===== config.mk =====
export PLATFORM = sky130hd
export DESIGN_NAME = demux_1to4_tdm_flat
export DESIGN_NICKNAME = d
export VERILOG_FILES = /design/src/rtl/demux_pkg.sv /design/src/rtl/demux_1to4_tdm_if.sv /design/src/rtl/demux_frame_buf.sv /design/src/rtl/demux_1to4_tdm.sv /design/src/flat_wrapper.sv
export SDC_FILE = /design/constraint.sdc
export NUM_CORES = 1
export LEC_CHECK = 0
export CAP_MARGIN = 40
export CORE_MARGIN = 2
export CORE_UTILIZATION = 46
export CTS_CLUSTER_SIZE = 30
export DETAILED_ROUTE_END_ITERATION = 12
export PLACE_DENSITY = 0.75
export SLEW_MARGIN = 20
export SYNTH_ARGS = -nofsm -noshare
export SYNTH_HDL_FRONTEND = slang
export SYNTH_SLANG_ARGS = --single-unit

===== constraint.sdc =====
create_clock -name clk -period 1.9 [get_ports clk]
set_input_delay 0.285 -clock clk [delete_from_list [all_inputs] [get_ports clk]]
set_output_delay 0.285 -clock clk [all_outputs]
set_load 0.01 [all_outputs]

===== src/rtl/demux_pkg.sv =====
// Shared types and constants for the 1-to-4 TDM demultiplexer.
package demux_pkg;

    localparam int SLOTS  = 4;
    localparam int SLOT_W = 2;

    typedef enum logic {
        HUNT,
        FILL
    } state_t;

    typedef logic [SLOT_W-1:0] slot_t;

endpackage


===== src/rtl/demux_1to4_tdm_if.sv =====
// Framed sample stream in, four-channel frame out with valid/ready.
interface demux_1to4_tdm_if #(
    parameter int WIDTH = 8
) ();

    logic             in_valid;
    logic             in_sof;
    logic [WIDTH-1:0] in_data;
    logic             out_valid;
    logic             out_ready;
    logic [WIDTH-1:0] out0;
    logic [WIDTH-1:0] out1;
    logic [WIDTH-1:0] out2;
    logic [WIDTH-1:0] out3;

    // Producer of samples / consumer of frames
    modport master (
        output in_valid, in_sof, in_data, out_ready,
        input  out_valid, out0, out1, out2, out3
    );

    // The demultiplexer itself
    modport slave (
        input  in_valid, in_sof, in_data, out_ready,
        output out_valid, out0, out1, out2, out3
    );

endinterface


===== src/rtl/demux_frame_buf.sv =====
// Output frame holding registers with valid/ready; reports whether a new frame can load.
module demux_frame_buf #(
    parameter int WIDTH = 8
) (
    input  logic             clk,
    input  logic             rst,
    input  logic             load,
    input  logic [WIDTH-1:0] s0,
    input  logic [WIDTH-1:0] s1,
    input  logic [WIDTH-1:0] s2,
    input  logic [WIDTH-1:0] s3,
    input  logic             out_ready,
    output logic             out_valid,
    output logic [WIDTH-1:0] out0,
    output logic [WIDTH-1:0] out1,
    output logic [WIDTH-1:0] out2,
    output logic [WIDTH-1:0] out3,
    output logic             can_load
);

    // A slot frees up either when empty or when the consumer drains it this cycle
    assign can_load = !out_valid || out_ready;

    always_ff @(posedge clk or posedge rst) begin
        if (rst) begin
            out_valid <= 1'b0;
            out0      <= '0;
            out1      <= '0;
            out2      <= '0;
            out3      <= '0;
        end else if (load) begin
            out_valid <= 1'b1;
            out0      <= s0;
            out1      <= s1;
            out2      <= s2;
            out3      <= s3;
        end else if (out_valid && out_ready) begin
            out_valid <= 1'b0;
        end
    end

endmodule


===== src/rtl/demux_1to4_tdm.sv =====
// Time-division 1-to-4 demultiplexer: assembles sof-aligned 4-slot frames for four channels.
// Optional build macro DEMUX_ERR_CNT_EN adds a saturating 8-bit error counter output err_cnt.
module demux_1to4_tdm
    import demux_pkg::*;
#(
    parameter int WIDTH = 8
) (
    input  logic              clk,
    input  logic              rst,
    demux_1to4_tdm_if.slave   bus,
    output logic [SLOT_W-1:0] slot,
    output logic              err_sync,
`ifdef DEMUX_ERR_CNT_EN
    output logic              err_ovf,
    output logic [7:0]        err_cnt
`else
    output logic              err_ovf
`endif
);

    state_t             state_q, state_d;
    slot_t              slot_q, slot_d;
    logic [WIDTH-1:0]   shadow_q [SLOTS-1];
    logic               wr_en;
    slot_t              wr_idx;
    logic               sync_d;
    logic               complete;
    logic               can_load;
    logic               load;
    logic               ovf_d;

    assign slot = slot_q;

    always_comb begin
        state_d  = state_q;
        slot_d   = slot_q;
        wr_en    = 1'b0;
        wr_idx   = slot_q;
        sync_d   = 1'b0;
        complete = 1'b0;
        case (state_q)
            HUNT: begin
                if (bus.in_valid && bus.in_sof) begin
                    state_d = FILL;
                    slot_d  = 2'd1;
                    wr_en   = 1'b1;
                    wr_idx  = 2'd0;
                end
            end
            FILL: begin
                if (bus.in_valid) begin
                    if (bus.in_sof) begin
                        // Early sof: restart the frame from this sample
                        sync_d = 1'b1;
                        slot_d = 2'd1;
                        wr_en  = 1'b1;
                        wr_idx = 2'd0;
                    end else if (slot_q == 2'(SLOTS - 1)) begin
                        complete = 1'b1;
                        slot_d   = 2'd0;
                        state_d  = HUNT;
                    end else begin
                        wr_en  = 1'b1;
                        slot_d = slot_q + 2'd1;
                    end
                end
            end
        endcase
    end

    // Slot 3 bypasses the shadow and goes straight into the output registers
    assign load  = complete && can_load;
    assign ovf_d = complete && !can_load;

    always_ff @(posedge clk or posedge rst) begin
        if (rst) begin
            state_q  <= HUNT;
            slot_q   <= '0;
            err_sync <= 1'b0;
            err_ovf  <= 1'b0;
            for (int i = 0; i < SLOTS - 1; i++) begin
                shadow_q[i] <= '0;
            end
        end else begin
            state_q  <= state_d;
            slot_q   <= slot_d;
            err_sync <= sync_d;
            err_ovf  <= ovf_d;
            if (wr_en) begin
                shadow_q[wr_idx] <= bus.in_data;
            end
        end
    end

    demux_frame_buf #(
        .WIDTH(WIDTH)
    ) u_frame_buf (
        .clk      (clk),
        .rst      (rst),
        .load     (load),
        .s0       (shadow_q[0]),
        .s1       (shadow_q[1]),
        .s2       (shadow_q[2]),
        .s3       (bus.in_data),
        .out_ready(bus.out_ready),
        .out_valid(bus.out_valid),
        .out0     (bus.out0),
        .out1     (bus.out1),
        .out2     (bus.out2),
        .out3     (bus.out3),
        .can_load (can_load)
    );

`ifdef DEMUX_ERR_CNT_EN
    function automatic logic [7:0] sat_add(input logic [7:0] a, input logic [1:0] b);
        logic [8:0] s;
        s = {1'b0, a} + {7'b0, b};
        return s[8] ? 8'hFF : s[7:0];
    endfunction

    // Counter steps on the same edge that raises the error pulse(s)
    always_ff @(posedge clk or posedge rst) begin
        if (rst) begin
            err_cnt <= '0;
        end else begin
            err_cnt <= sat_add(err_cnt, {1'b0, sync_d} + {1'b0, ovf_d});
        end
    end
`endif

endmodule


===== src/flat_wrapper.sv =====
// flat-port wrapper written by rule: the top's interface ports become plain ports
module demux_1to4_tdm_flat import demux_pkg::*;
#(
    parameter int WIDTH = 8
)
  (clk, rst, slot, err_sync, err_ovf, bus_in_valid, bus_in_sof, bus_in_data, bus_out_ready, bus_out_valid, bus_out0, bus_out1, bus_out2, bus_out3);
  demux_1to4_tdm_if #(.WIDTH(WIDTH)) bus_i ();
  input  logic clk;
  input  logic rst;
  output logic [SLOT_W-1:0] slot;
  output logic err_sync;
  output logic err_ovf;
  input wire logic [$bits(bus_i.in_valid)-1:0] bus_in_valid;
  input wire logic [$bits(bus_i.in_sof)-1:0] bus_in_sof;
  input wire logic [$bits(bus_i.in_data)-1:0] bus_in_data;
  input wire logic [$bits(bus_i.out_ready)-1:0] bus_out_ready;
  output wire logic [$bits(bus_i.out_valid)-1:0] bus_out_valid;
  output wire logic [$bits(bus_i.out0)-1:0] bus_out0;
  output wire logic [$bits(bus_i.out1)-1:0] bus_out1;
  output wire logic [$bits(bus_i.out2)-1:0] bus_out2;
  output wire logic [$bits(bus_i.out3)-1:0] bus_out3;
  assign bus_i.in_valid = bus_in_valid;
  assign bus_i.in_sof = bus_in_sof;
  assign bus_i.in_data = bus_in_data;
  assign bus_i.out_ready = bus_out_ready;
  assign bus_out_valid = bus_i.out_valid;
  assign bus_out0 = bus_i.out0;
  assign bus_out1 = bus_i.out1;
  assign bus_out2 = bus_i.out2;
  assign bus_out3 = bus_i.out3;
  demux_1to4_tdm #(.WIDTH(WIDTH)) u_core (.clk(clk), .rst(rst), .bus(bus_i), .slot(slot), .err_sync(err_sync), .err_ovf(err_ovf));
endmodule

# After elaboration in Yosys (flattened, before gate mapping)
# Cells that the tools add are included.
totals:
  wordCells: 58
  ff_bits: 62
  out_inout_bits: 37
  input_bits: 13
classes:
  muxes: 28
  n_eq_ne: 3
  n_addsub: 1
  magnitude_cmp: 2
  reduce_logical: 10
  bitwise_logic: 2
ops:
  columns: ["cell", "n"]
  rows:
  - ["bitwise mux 24 bit", 1]
  - ["demux 8 bit (select 2 bit)", 1]
  - ["two-way mux 1 bit", 14]
  - ["two-way mux 2 bit", 7]
  - ["two-way mux 8 bit", 1]
  - ["one-hot mux 2 bit (2 select lines)", 2]
  - ["logical AND 1 bit", 5]
  - ["one-hot mux 1 bit (2 select lines)", 2]
  - [">= comparator 3 bit, second input constant", 1]
  - ["less-than comparator 3 x 1 -> 1 bit, second input constant", 1]
  - ["inverter 2 -> 3 bit", 1]
  - ["adder 2 x 1 -> 2 bit, second input constant", 1]
  - ["== test 2 bit, second input constant", 1]
  - ["zero test 1 bit", 2]
  - ["!= test 2 x 1 -> 1 bit, second input constant", 1]
  - ["!= test 2 bit, second input constant", 1]
  - ["AND reduction 2 bit", 1]
  - ["nonzero test 2 bit", 1]
  - ["logical OR 1 bit", 1]
  - ["inverter 1 bit", 1]

# Depth between registers and ports, before layout
logic_depth:
  word_depth: 9
  mapped_depth: 6
  depth_no_buf: 4

# Modules after synthesis
# From an unflattened synthesis, not the netlist that was laid out.
unflattened:
  hier_cells: 148
  area_unflattened_um2: 2567.5
modules_own_cells:
  columns: ["module", "cells_each", "area_per_inst_um2", "seq_area_each_um2", "instances"]
  rows:
  - ["demux_frame_buf", 72, 1382.6, 825.8, 1]
  - ["demux_1to4_tdm", 76, 1184.9, 725.7, 1]

# Worst setup path after synthesis
# Ideal clock, no wire load.
synth_path:
  kind: "reg-to-reg"
  start: "register u_core.slot_q[1] (netlist: u_core.slot[1])"
  end: "register u_core.u_frame_buf.out0[0]"
  stages_incl_launch_ff: 7
  n_path_buf: 2
  t_required_ns: 1.775
  t_arrival_ns: 1.557
  synth_period_minus_slack_ns: 1.682
  path_slack_ns: 0.218
  setup_ns: 0.125
  path_cell_list: "dfrtp_1 -> ha_1 -> nand4b_1 -> nor2b_1 -> buf_6 -> buf_12 -> mux2_4"
synth_via:
  elab_chain_len: 6
synth_rtl:
  columns: ["element", "line_no", "text"]
  rows:
  - ["start, declared", "demux_1to4_tdm.sv:22", "slot_t slot_q, slot_d;"]
  - ["start signal, assigned", "demux_1to4_tdm.sv:86", "slot_q <= slot_d;"]
  - ["== test 2 bit", "demux_1to4_tdm.sv:58", "end else if (slot_q == 2'(SLOTS - 1)) begin"]
  - ["two-way mux 1 bit", "demux_1to4_tdm.sv:58", null]
  - ["two-way mux 1 bit", "demux_1to4_tdm.sv:52", "if (bus.in_sof) begin"]
  - ["two-way mux 1 bit", "demux_1to4_tdm.sv:51", "if (bus.in_valid) begin"]
  - ["two-way mux 1 bit", "demux_1to4_tdm.sv:41", "case (state_q)"]
  - ["logical AND 1 bit", "demux_1to4_tdm.sv:72", "assign load = complete && can_load;"]
  - ["end signal, assigned", "demux_frame_buf.sv:27", "out0 <= '0;"]
  - ["end signal, assigned", "demux_frame_buf.sv:33", "out0 <= s0;"]
  - ["end, declared", "demux_frame_buf.sv:14", "output logic [WIDTH-1:0] out0,"]
# Every way passes these cells.
# A chain may end at the register's enable or synchronous reset.

# Worst setup path after layout
layout_path:
  start: "register u_core.slot_q[0] (netlist: u_core.slot[0])"
  end: "register u_core.u_frame_buf.out1[0]"
layout_via:
  elab_chain_len: 6
layout_rtl:
  columns: ["element", "line_no", "text"]
  rows:
  - ["== test 2 bit", "demux_1to4_tdm.sv:58", null]
  - ["two-way mux 1 bit", "demux_1to4_tdm.sv:58", null]
  - ["two-way mux 1 bit", "demux_1to4_tdm.sv:52", null]
  - ["two-way mux 1 bit", "demux_1to4_tdm.sv:51", null]
  - ["two-way mux 1 bit", "demux_1to4_tdm.sv:41", null]
  - ["logical AND 1 bit", "demux_1to4_tdm.sv:72", null]
  - ["end signal, assigned", "demux_frame_buf.sv:28", "out1 <= '0;"]
  - ["end signal, assigned", "demux_frame_buf.sv:34", "out1 <= s1;"]
  - ["end, declared", "demux_frame_buf.sv:15", "output logic [WIDTH-1:0] out1,"]
# Every way passes these cells.

==> impl_metrics.env <==
export IMPL_clkLatencyLatePin_ns=0.34
export IMPL_cts_setup_buffers=0
export IMPL_drv_slew=0
export IMPL_drt_vias_per_instance=4.97
export IMPL_rows=27
export IMPL_slowest_delay_ns=0.44
export IMPL_critPathKind="flop to flop"
export IMPL_synthMuxAreaShare=0.299
export IMPL_required_ns=2.12
export IMPL_cp_arrival_ns=1.97
export IMPL_worst_pin_slew_ns=0.362
export IMPL_grt_pass1_wl_mm=8.08
export IMPL_cts_resized=0
export IMPL_seqCellArea_um2=1550
export IMPL_p_per_area_nw_per_um2=1570
export IMPL_placed_cell_area_um2=3200
export IMPL_peakVddDrop_v=0.000570
export IMPL_period_needed_ns=1.75
export IMPL_io_pin_count=50
export IMPL_power_switching_w=0.00147
export IMPL_maxSlewHeadroom=0.758
export IMPL_synth_most_common_cell="dfrtp_1"
export IMPL_drive_gt1_frac=0.384
export IMPL_die_area_um2=6240
export IMPL_period_share=0.920
export IMPL_synth_async_sr_flop_share=1.00
export IMPL_path_max_fanout=16
export IMPL_vias=1432
export IMPL_power_share_sequential=0.419
export IMPL_synthTopCellsByArea="dfrtp_1, mux2_4, mux2_2"
export IMPL_syn_num_nets=163
export IMPL_ys_flop_type="dfrtp_1"
export IMPL_startpoint_type="flop"
export IMPL_ys_warn_count=0
export IMPL_p_int_w=0.00388
export IMPL_synth_seq_cells=62
export IMPL_grtUsageTotal=0.177
export IMPL_status="complete, no violations"
export IMPL_cts_tree="yes"
export IMPL_synth_cell_types=23
export IMPL_synth_area_leader_cell="dfrtp_1"
export IMPL_gr_total_overflow=0
export IMPL_hold_buffers=0
export IMPL_clock_path_buffers=2
export IMPL_synthCells=149
export IMPL_cts_root_buf="clkbuf_8"
export IMPL_worst_slack_ns=0.153
export IMPL_synth_top_family_by_area="multiplexers"
export IMPL_coreArea_um2=5470
export IMPL_endpoint_kind="flop"
export IMPL_cts_clk_slew_worst_paths_ns=0.07
export IMPL_worstHoldPathType="input pin to async pin"
export IMPL_wl_per_cell_um=17.0
export IMPL_final_area_um2=3400
export IMPL_synth_edf_count=0
export IMPL_hold_viol=0
export IMPL_nets=225
export IMPL_multiInputGateArea_um2=942
export IMPL_fin_setup_tns_ns=0
export IMPL_first_pass_iters=4
export IMPL_htreeDepth=3
export IMPL_grt_pass1_vias=1529
export IMPL_synthToLayoutAreaGrowth_pct=31.6
export IMPL_worst_path_buf_inv=1
export IMPL_fin_worst_skew_ns=0.00851
export IMPL_drc=0
export IMPL_p_comb_frac=0.361
export IMPL_clkSinkCount=62
export IMPL_nFillCells=399
export IMPL_cts_inserted_buffers=9
export IMPL_power_w=0.00534
export IMPL_p_sw_frac=0.274
export IMPL_post_dp_hpwl_mm=3.31
export IMPL_syn_area_um2=2580
export IMPL_grt_antenna_before_repair=0
export IMPL_clkPwrFrac=0.219
export IMPL_drtAntennaViolNets=0
export IMPL_slowest_stage="dfrtp_1"
export IMPL_synth_top_cells_by_count="dfrtp_1, mux2_4, mux2_2, nand2_1"
export IMPL_synth_compound_area_frac=0.0145
export IMPL_synth_adder_area_share=0.00484
export IMPL_grt_max_degree=63
export IMPL_gp_congestion=0.755
export IMPL_path_cells="ha_2 -> nand4b_1 -> nor2b_4 -> buf_12 -> mux2_4"
export IMPL_pre_cts_slack_ns=-0.00658
export IMPL_synth_top_area_frac=0.600
export IMPL_cap_violations=0
export IMPL_antenna_cells=0
export IMPL_initial_core_util=0.472
export IMPL_wl_mm=4.90
export IMPL_leakage_nw=1.54
export IMPL_setup_viol=0
export IMPL_dieHeight_um=79.0
export IMPL_synth_simple_area_share=0.0421
export IMPL_avgSynthCellArea_um2=17.3
export IMPL_io_buffers=49
export IMPL_ys_seq_area_frac=0.600
export IMPL_grt_setup_unrepaired="no"
export IMPL_critPathTopFamily="flip-flops"
export IMPL_dieWidth_um=79.0
export IMPL_drtIter0Drc=34
export IMPL_synth_xor_area_frac=0
export IMPL_max_freq_mhz=572
==> final timing paths <==
check	start	to	slack (ns)	cells after the start
setup reg to reg	u_core.slot[0]	u_core.u_frame_buf.out1[0]	0.15	5
min in group clk	u_core.shadow_q[17]	u_core.shadow_q[17]	0.49	1
max in group asynchronous	rst	u_core.shadow_q[9]	1.30	3
hold / removal	rst	u_core.shadow_q[12]	0.32	3
hold reg to reg	u_core.shadow_q[17]	u_core.shadow_q[17]	0.49	1
setup / recovery	u_core.slot[0]	u_core.u_frame_buf.out1[0]	0.15	5
==> per-layer routing <==
layer | share of wire | GRT usage | routed length [um] | up-vias
met5 | 0 | 0 | 0 | -
met4 | 0.019 | 0.0828 | 95 | 0
met3 | 0.033 | 0.0500 | 164 | 9
met2 | 0.51 | 0.290 | 2520 | 35
met1 | 0.43 | 0.216 | 2130 | 740
li1 | - | - | - | 648
==> per-stage QoR <==
stage,cells,utilization,hold slack (ns)
after global routing,288,0.621,0.350
after global placement,272,0.584,0.478
after CTS,288,0.621,0.331
after floorplan,149,-,0.356
final,288,0.621,0.321
after detailed placement,272,0.584,0.486
==> state kept, by name, indices dropped and copies added (netlist names) <==
signal and flops:
u_core.err_ovf 1, u_core.err_sync 1, u_core.shadow_q 24, u_core.slot 2, u_core.state_q 1, u_core.u_frame_buf.out0 8, u_core.u_frame_buf.out1 8, u_core.u_frame_buf.out2 8
u_core.u_frame_buf.out3 8, u_core.u_frame_buf.out_valid 1
==> layout by cell type, fill, tap and decap left out, drive strengths merged, types with 2 or more instances in the layout <==
| master | count |
|---|---|
| nand2 | 5 |
| dfrtp | 62 |
| mux2 | 56 |
| nor2b | 3 |
| and3 | 2 |
| clkbuf | 13 |
| clkdlybuf4s50 | 49 |
| buf | 9 |
| inv | 2 |
| o21ai | 3 |
==> kinds of logic after synthesis <==
group                      Yosys count
adders and majority gates            1
buffers and inverters                9
AOI/OAI and AO/OA                    5
and+or+nand+nor                     16
muxes                               56
DFF                                 62
==> final cells by class <==
class,instances,share of cell area
sequential,62,0.456
timing repair buffer,58,0.179
clock inverter,3,0.0125
multi-input combinational,78,0.277
tap,72,0.0265
clock buffer,13,0.0467
inverter,2,0.00221
==> power groups by stage <==
| stage | Sequential [W] | Combinational, W | Clock [W] |
|---|---|---|---|
| after floorplan | 0.00232 | 0.000943 | 0 |
| after global placement | 0.00221 | 0.00189 | 0 |
| after detailed placement | 0.00226 | 0.00194 | 0 |
| after CTS | 0.00225 | 0.00196 | 0.00120 |
| after global routing | 0.00231 | 0.00206 | 0.00126 |
| final | 0.00224 | 0.00193 | 0.00117 |
==> worst min-delay path: stages <==
cell and delay (ns):
clkdlybuf4s50_1 0.41, inv_2 0.07, buf_12 0.28
No activity file was read; power rests on OpenSTA's default activity.
